==> src/rtl/operand_entry_ctrl.sv <==
// Operand-entry / result-capture controller for a 4-bit add/subtract datapath.
// A debounced pushbutton steps through: capture A, capture B + mode, one
// execute cycle that registers the external adder's result, then show.
module operand_entry_ctrl #(
    parameter int DEBOUNCE_CYCLES = 500000
) (
    input  logic       MAX10_CLK1_50,
    input  logic       RESET_N,
    input  logic       KEY0_N,
    input  logic [4:0] SW,
    input  logic [3:0] adder_sum,
    input  logic       adder_cout,
    output logic [3:0] op_a,
    output logic [3:0] op_b,
    output logic       carry_in,
    output logic [3:0] result,
    output logic       result_cout,
    output logic       result_ovf,
    output logic       result_valid,
    output logic [3:0] LEDR
);

    localparam int CW = $clog2(DEBOUNCE_CYCLES + 1);
    localparam logic [CW-1:0] CNT_LAST = CW'(DEBOUNCE_CYCLES - 1);

    typedef enum logic {WAIT_RELEASE, ARMED} db_state_t;
    typedef enum logic [1:0] {GET_A, GET_B, EXEC, SHOW} state_t;

    logic          key_meta, key_sync;
    db_state_t     db_state;
    logic [CW-1:0] db_cnt;
    logic          press;
    state_t        state;

    // Two-flop synchronizer; resets to the idle (released) level.
    always_ff @(posedge MAX10_CLK1_50 or negedge RESET_N) begin
        if (!RESET_N) begin
            key_meta <= 1'b1;
            key_sync <= 1'b1;
        end else begin
            key_meta <= KEY0_N;
            key_sync <= key_meta;
        end
    end

    // Debouncer: require a stable release before arming, then a stable
    // press to emit a single registered pulse. Any opposite level restarts.
    always_ff @(posedge MAX10_CLK1_50 or negedge RESET_N) begin
        if (!RESET_N) begin
            db_state <= WAIT_RELEASE;
            db_cnt   <= '0;
            press    <= 1'b0;
        end else begin
            press <= 1'b0;
            case (db_state)
                WAIT_RELEASE: begin
                    if (key_sync) begin
                        if (db_cnt == CNT_LAST) begin
                            db_state <= ARMED;
                            db_cnt   <= '0;
                        end else begin
                            db_cnt <= db_cnt + 1'b1;
                        end
                    end else begin
                        db_cnt <= '0;
                    end
                end
                default: begin
                    if (!key_sync) begin
                        if (db_cnt == CNT_LAST) begin
                            press    <= 1'b1;
                            db_state <= WAIT_RELEASE;
                            db_cnt   <= '0;
                        end else begin
                            db_cnt <= db_cnt + 1'b1;
                        end
                    end else begin
                        db_cnt <= '0;
                    end
                end
            endcase
        end
    end

    // Main sequencer with registered operands, results and one-hot LEDs.
    // Overflow uses the operands as actually driven (B already inverted).
    always_ff @(posedge MAX10_CLK1_50 or negedge RESET_N) begin
        if (!RESET_N) begin
            state        <= GET_A;
            op_a         <= '0;
            op_b         <= '0;
            carry_in     <= 1'b0;
            result       <= '0;
            result_cout  <= 1'b0;
            result_ovf   <= 1'b0;
            result_valid <= 1'b0;
            LEDR         <= 4'b0001;
        end else begin
            case (state)
                GET_A: if (press) begin
                    op_a  <= SW[3:0];
                    state <= GET_B;
                    LEDR  <= 4'b0010;
                end
                GET_B: if (press) begin
                    op_b     <= SW[4] ? ~SW[3:0] : SW[3:0];
                    carry_in <= SW[4];
                    state    <= EXEC;
                    LEDR     <= 4'b0100;
                end
                EXEC: begin
                    result       <= adder_sum;
                    result_cout  <= adder_cout;
                    result_ovf   <= (op_a[3] == op_b[3]) && (adder_sum[3] != op_a[3]);
                    result_valid <= 1'b1;
                    state        <= SHOW;
                    LEDR         <= 4'b1000;
                end
                default: if (press) begin
                    op_a         <= SW[3:0];
                    result_valid <= 1'b0;
                    state        <= GET_B;
                    LEDR         <= 4'b0010;
                end
            endcase
        end
    end

endmodule

==> config.mk <==
export PLATFORM = sky130hd
export DESIGN_NAME = operand_entry_ctrl
export DESIGN_NICKNAME = d
export VERILOG_FILES = /design/src/rtl/operand_entry_ctrl.sv
export SDC_FILE = /design/constraint.sdc
export NUM_CORES = 1
export LEC_CHECK = 0
export ABC_AREA = 1
export BUFFER_PORTS_ARGS = -buffer_cell sky130_fd_sc_hd__buf_2
export CORE_MARGIN = 2
export CORE_UTILIZATION = 25
export CTS_CLUSTER_SIZE = 20
export DETAILED_ROUTE_END_ITERATION = 10
export PLACE_DENSITY = 0.45
export SLEW_MARGIN = 20
export SYNTH_ARGS = -nofsm -noshare
export SYNTH_HDL_FRONTEND = slang
export SYNTH_SLANG_ARGS = --single-unit
==> constraint.sdc <==
create_clock -name MAX10_CLK1_50 -period 4.3 [get_ports MAX10_CLK1_50]
set_clock_uncertainty 0.1 [all_clocks]
set_input_delay 0.86 -clock MAX10_CLK1_50 [delete_from_list [all_inputs] [get_ports MAX10_CLK1_50]]
set_output_delay 0.86 -clock MAX10_CLK1_50 [all_outputs]
set_load 0.05 [all_outputs]
==> results.sh, run 1 <==
export IMPL_status="finished clean"
export IMPL_postCtsResizedCells=0
export IMPL_drv_cap=0
export IMPL_post_route_min_period_ps=2050
export IMPL_ant_nets=0
export IMPL_irDropWorstVdd_uv=172
export IMPL_syn2layout_area_growth_pct=16.9
export IMPL_synth_area_leader_cell="dfrtp_1"
export IMPL_io_buffers=32
export IMPL_cts_setup_buffers=0
export IMPL_crit_type="reg2out"
export IMPL_viasPerCell=4.30
export IMPL_overflow=0
export IMPL_syn_inst=253
export IMPL_drc=0
export IMPL_via_count=1707
export IMPL_ys_flop_type="dfrtp_1"
export IMPL_n_fill_cell=926
export IMPL_drive_gt1_share_pct=24.2
export IMPL_rr_worst_depth=6
export IMPL_dpl_hpwl_um=3290
export IMPL_cp_cell_sequence="buf_2"
export IMPL_start_util_pct=25.7
export IMPL_cpPeakStageDelay_ps=530
export IMPL_tightest_slew_ps=601
export IMPL_wire_per_inst_um=11.3
export IMPL_place_gp_congestion=0.845
export IMPL_crit_buf_inv=1
export IMPL_syn_nets=271
export IMPL_numCtsBuffers=5
export IMPL_whs_ps=249
export IMPL_cp_top_family="flip-flops"
export IMPL_fin_nets=307
export IMPL_tns_ps=0
export IMPL_power_mw=0.787
export IMPL_insertedDiodeCount=0
export IMPL_leakage_nw=1.16
export IMPL_relSlewSlack_pct=59.9
export IMPL_synth_cell_type_count=28
export IMPL_cts_root_buf="clkbuf_8"
export IMPL_syn_area_mm2=0.00224
export IMPL_final_hold_viol_count=0
export IMPL_yosysTopAreaCellShare_pct=46.8
export IMPL_r2r_end="LEDR[3]"
export IMPL_clock_fmax_ghz=0.489
export IMPL_io_pins=33
export IMPL_seq_area_frac_synth_pct=50.4
export IMPL_ys_seq_elements=45
export IMPL_die_h_um=98.7
export IMPL_worstReg2RegStart="state[0]"
export IMPL_finalWirelength_um=4500
export IMPL_slowest_stage="dfstp_2"
export IMPL_grt_pass1_wl_um=7730
export IMPL_layoutNonFillerInstCount=397
export IMPL_hold_path_class="reg2reg"
export IMPL_placed_cells=390
export IMPL_drv_slew=0
export IMPL_core_area_mm2=0.00872
export IMPL_drtIter0Drc=79
export IMPL_regToRegSetupSlack_ps=2440
export IMPL_fp_dieW_um=98.7
export IMPL_drt_pass1_iter_count=4
export IMPL_synth_warnings=0
export IMPL_grt_use_total_pct=9.83
export IMPL_synth_edff_count=0
export IMPL_clkLatencyLatePin_ps=290
export IMPL_hold_start="key_meta"
export IMPL_hold_end="key_sync"
export IMPL_worstSetupStartpointType="flop"
export IMPL_yosysMostFrequentCell="nand2_1"
export IMPL_clkTransAtPathRegs_ps=90
export IMPL_synthTopCellsByArea="dfrtp_1 (47%), nand2_1 (8.9%), nor2_1 (6.4%)"
export IMPL_rsz0062_at_grt="no"
export IMPL_grt_pass1_vias=1633
export IMPL_yosys_top_cells_count="nand2_1 (53), dfrtp_1 (42), nor2_1 (38)"
export IMPL_num_rows=34
export IMPL_h_tree_depth=2
export IMPL_async_reset_ff_share_pct=100
export IMPL_synth_avg_cell_area_um2=8.87
export IMPL_powerDensity_mw_per_mm2=300
export IMPL_cts_hold_buf=0
export IMPL_cts_buffer_depth=2
export IMPL_die_area_mm2=0.00975
export IMPL_fin_crit_sh_pct=47.6
export IMPL_min_path_cells=0
export IMPL_antenna_found_initial=0
export IMPL_cp_required_ps=3340
export IMPL_finalSetupViolCount=0
export IMPL_worst_ep_arrival_time_ps=1090
export IMPL_cts_sinks=45
export IMPL_cts_tree="built"
export IMPL_path_max_fanout=2
export IMPL_grt_max_degree=46
export IMPL_critPathCaptureType="output port"
cell type report:
class,count,area [um2],area share [%]
clock inverters,2,35.0,1.34
inverters,31,116,4.44
flip-flops and latches,45,1130,43.1
clock buffers,5,68.8,2.62
well taps,108,135,5.15
multi-input cells,174,975,37.2
repair buffers,32,163,6.20
per-layer routing:
metal / track usage, % / up-vias / share of wire (%)
met5: 0 / - / 0
met4: 4.11 / 0 / 1.2
met3: 2.48 / 10 / 5.2
met2: 16.0 / 41 / 46
met1: 12.5 / 784 / 48
li1: - / 872 / -
layout by cell type (no fill, tap or decap), types with 3 or more instances in the layout:
master,n
a21oi_1,4
buf_2,31
clkbuf_8,5
dfrtp_1,42
dfstp_2,3
ha_1,5
inv_1,31
mux2_2,10
nand2_1,53
nand3_1,6
nand4_1,6
nor2_1,38
nor2_2,12
nor3_1,8
o21ai_0,10
xnor2_1,5
xor2_1,6
cell families after synthesis:
family	after synthesis	share of synthesized area, %
AO/OA/AOI/OAI	18	4.91
buffers and inverters	34	6.19
flip-flops	45	50.4
multiplexers	10	5.02
AND/OR/NAND/NOR	130	26.4
adder cells (fa/ha/maj)	5	2.79
XOR/XNOR	11	4.29
flip-flops by register name (all words and copies together) (netlist names), 2 cells and up, named ones only:
signal / flops
LEDR: 4
db_cnt: 19
state: 2
result: 4
op_b: 4
op_a: 4
report_power, final:
group	switching, mW	total (mW)	internal, mW
sequential	0.00413	0.433	0.429
combinational	0.0293	0.0434	0.0142
clock	0.141	0.310	0.169
total	0.174	0.786	0.612
through the flow:
stage,util (%),setup WS [ps],area (um2)
2_1_floorplan,-,2680,2240
3_3_place_gp,28.9,2430,2520
3_5_place_dp,28.9,2420,2520
4_1_cts,30.0,2240,2620
5_1_grt,30.1,2210,2620
6_report,30.1,2250,2620
how the worst max path moves through the flow:
stage	startpoint	end	cells past startpoint
6_report	LEDR[0]	LEDR[0]	1
3_5_place_dp	RESET_N	db_cnt[12]	1
5_1_grt	LEDR[0]	LEDR[0]	1
4_1_cts	LEDR[0]	LEDR[0]	1
2_1_floorplan	LEDR[0]	LEDR[0]	0
3_3_place_gp	RESET_N	db_cnt[16]	1
Note: power is estimated with default switching activity, not from simulation.
==> run 2, diff against run 1 <==
--- a/config.mk
+++ b/config.mk
@@ -11,7 +11,7 @@
 export CORE_UTILIZATION = 25
 export CTS_CLUSTER_SIZE = 20
 export DETAILED_ROUTE_END_ITERATION = 10
-export PLACE_DENSITY = 0.45
+export PLACE_DENSITY = 0.47
 export SLEW_MARGIN = 20
 export SYNTH_ARGS = -nofsm -noshare
 export SYNTH_HDL_FRONTEND = slang
==> constraint.sdc (replaced) <==
create_clock -name MAX10_CLK1_50 -period 1.8 [get_ports MAX10_CLK1_50]
set_clock_uncertainty 0.1 [all_clocks]
set_input_delay 0.36 -clock MAX10_CLK1_50 [delete_from_list [all_inputs] [get_ports MAX10_CLK1_50]]
set_output_delay 0.36 -clock MAX10_CLK1_50 [all_outputs]
set_load 0.05 [all_outputs]
==> run 2 against run 1 <==
  * Wire length is 3.3% higher
  * Critical path depth grew 6
  * Highest routed layer unchanged
  * Sequential cell count unchanged
  * Via count is 1.3% higher
  * Power increased by 140%
  * Clock power increased by 150%
  * Critical path type is now reg2reg
  * Utilization grew 1.1 points
==> results.sh, run 2 (synthesis results as in run 1) <==
export IMPL_io_buffers=32
export IMPL_clock_fmax_ghz=0.606
export IMPL_worstSetupStartpointType="flop"
export IMPL_worstReg2RegStart="db_cnt[0]"
export IMPL_drc=0
export IMPL_post_route_min_period_ps=1650
export IMPL_cpPeakStageDelay_ps=400
export IMPL_die_h_um=98.7
export IMPL_drt_pass1_iter_count=4
export IMPL_startpoint="db_cnt[0]"
export IMPL_clkTransAtPathRegs_ps=80
export IMPL_grt_pass1_vias=1756
export IMPL_hold_path_class="in2reg"
export IMPL_num_rows=34
export IMPL_cp_required_ps=1880
export IMPL_core_area_mm2=0.00872
export IMPL_cp_cell_sequence="ha_2 -> nand2_1 -> nor2_4 -> nand3_4 -> o21bai_4 -> buf_12 -> nor3_1"
export IMPL_hold_end="key_meta"
export IMPL_layout_commonest_cell="nand2_1"
export IMPL_drv_slew=0
export IMPL_fp_dieW_um=98.7
export IMPL_status="finished clean"
export IMPL_fin_ws_ps=151
export IMPL_final_cell_mix="nand2_1 (52), dfrtp_1 (42), nor2_1 (38)"
export IMPL_leakage_nw=1.20
export IMPL_fin_nets=314
export IMPL_grt_pass1_wl_um=8360
export IMPL_r2r_end="db_cnt[7]"
export IMPL_hold_start="KEY0_N"
export IMPL_rsz0062_at_grt="no"
export IMPL_cts_tree="built"
export IMPL_regToRegSetupSlack_ps=150
export IMPL_drv_cap=0
export IMPL_wire_per_inst_um=11.5
export IMPL_io_pins=33
export IMPL_drtIter0Drc=46
export IMPL_numCtsBuffers=5
export IMPL_final_hold_viol_count=0
export IMPL_finalWirelength_um=4650
export IMPL_slowest_stage="dfrtp_1"
export IMPL_crit_type="reg2reg"
export IMPL_cts_sinks=45
export IMPL_path_max_fanout=12
export IMPL_place_gp_congestion=0.830
export IMPL_critPathCaptureType="flop"
export IMPL_pre_cts_slack_ps=122
export IMPL_top_register="db_cnt"
export IMPL_relSlewSlack_pct=64.6
export IMPL_start_util_pct=25.7
export IMPL_clkLatencyLatePin_ps=290
export IMPL_cts_buffer_depth=2
export IMPL_min_path_cells=1
export IMPL_tightest_slew_ps=531
export IMPL_h_tree_depth=2
export IMPL_antenna_found_initial=0
export IMPL_grt_max_degree=25
export IMPL_drive_gt1_share_pct=26.3
export IMPL_cts_root_buf="clkbuf_8"
export IMPL_dpl_hpwl_um=3480
export IMPL_finalSetupViolCount=0
export IMPL_fin_crit_sh_pct=91.6
export IMPL_overflow=0
export IMPL_largest_register_ffs=19
export IMPL_grt_use_total_pct=10.5
export IMPL_irDropWorstVdd_uv=350
export IMPL_viasPerCell=4.27
export IMPL_insertedDiodeCount=0
export IMPL_via_count=1729
export IMPL_rr_worst_depth=7
export IMPL_worst_ep_arrival_time_ps=1730
export IMPL_tns_ps=0
export IMPL_die_area_mm2=0.00975
export IMPL_power_mw=1.92
export IMPL_powerDensity_mw_per_mm2=707
export IMPL_syn2layout_area_growth_pct=21.1
export IMPL_ant_nets=0
## run 2: cell types whose count changed in the layout (fill, tap and decap cells not counted), sizes merged
cell | before | now
clkbuf | 5 | 6
dlygate4sd3 | 0 | 1
buf | 32 | 38
## run 2: power by group
group          switching [mW]  internal, mW  leakage [nW]  total (mW)
clock network           0.351         0.417        0.0554       0.768
registers             0.00960          1.03         0.573        1.03
logic                  0.0739        0.0455         0.574       0.119
total                   0.434          1.49          1.20        1.92
## run 2: repair_timing
item | CTS | global route
gates resized for setup | 0 | 3
endpoints found under the setup margin | 0 | 3
setup buffers | 0 | 1
hold buffers | 1 | 0
hold endpoints to repair | 18 | 0
## run 2: through the flow
| step | instance area (um2) | hold slack, ps | utilization [%] | cells |
|---|---|---|---|---|
| final | 2720 | 62.8 | 31.2 | 405 |
| after global routing | 2720 | 48.8 | 31.2 | 405 |
| after CTS | 2700 | 53.7 | 31.0 | 404 |
| after detailed placement | 2580 | 247 | 29.6 | 395 |
| after global placement | 2580 | 248 | 29.6 | 395 |
| after floorplan | 2240 | -35.6 | - | 253 |
## run 2: layer usage
layer  track usage (%)  vias to the layer above  wire length [um]
met5                 0                        -                 0
met4              2.53                        0                42
met3              2.70                        4               226
met2              16.7                       34              2150
met1              14.3                      809              2230
li1                  -                      882                 -
## run 2: worst max path at each step
stage,endpoint,slack [ps],depth (start not counted)
finish,db_cnt[7],150,7
global route,db_cnt[18],7,8
CTS,db_cnt[18],120,8
detailed placement,db_cnt[18],120,8
global placement,db_cnt[18],150,8
floorplan,db_cnt[8],290,7
## run 2: area by class of cell
| cell class | instances | area [um2] |
|---|---|---|
| clock inverter | 2 | 38.8 |
| inverter | 31 | 116 |
| timing repair buffer | 39 | 240 |
| sequential | 45 | 1130 |
| tap | 108 | 135 |
| fill | 921 | 6000 |
| clock buffer | 6 | 72.6 |
| multi-input combinational | 174 | 985 |
## run 2: critical path, delay by kind of cell (launching register included)
| family | cells | cell delay [ps] |
|---|---|---|
| simple gates | 4 | 490 |
| fa+ha+maj | 1 | 210 |
| compound gates | 1 | 170 |
| flops | 1 | 400 |
| buf+inv | 1 | 160 |
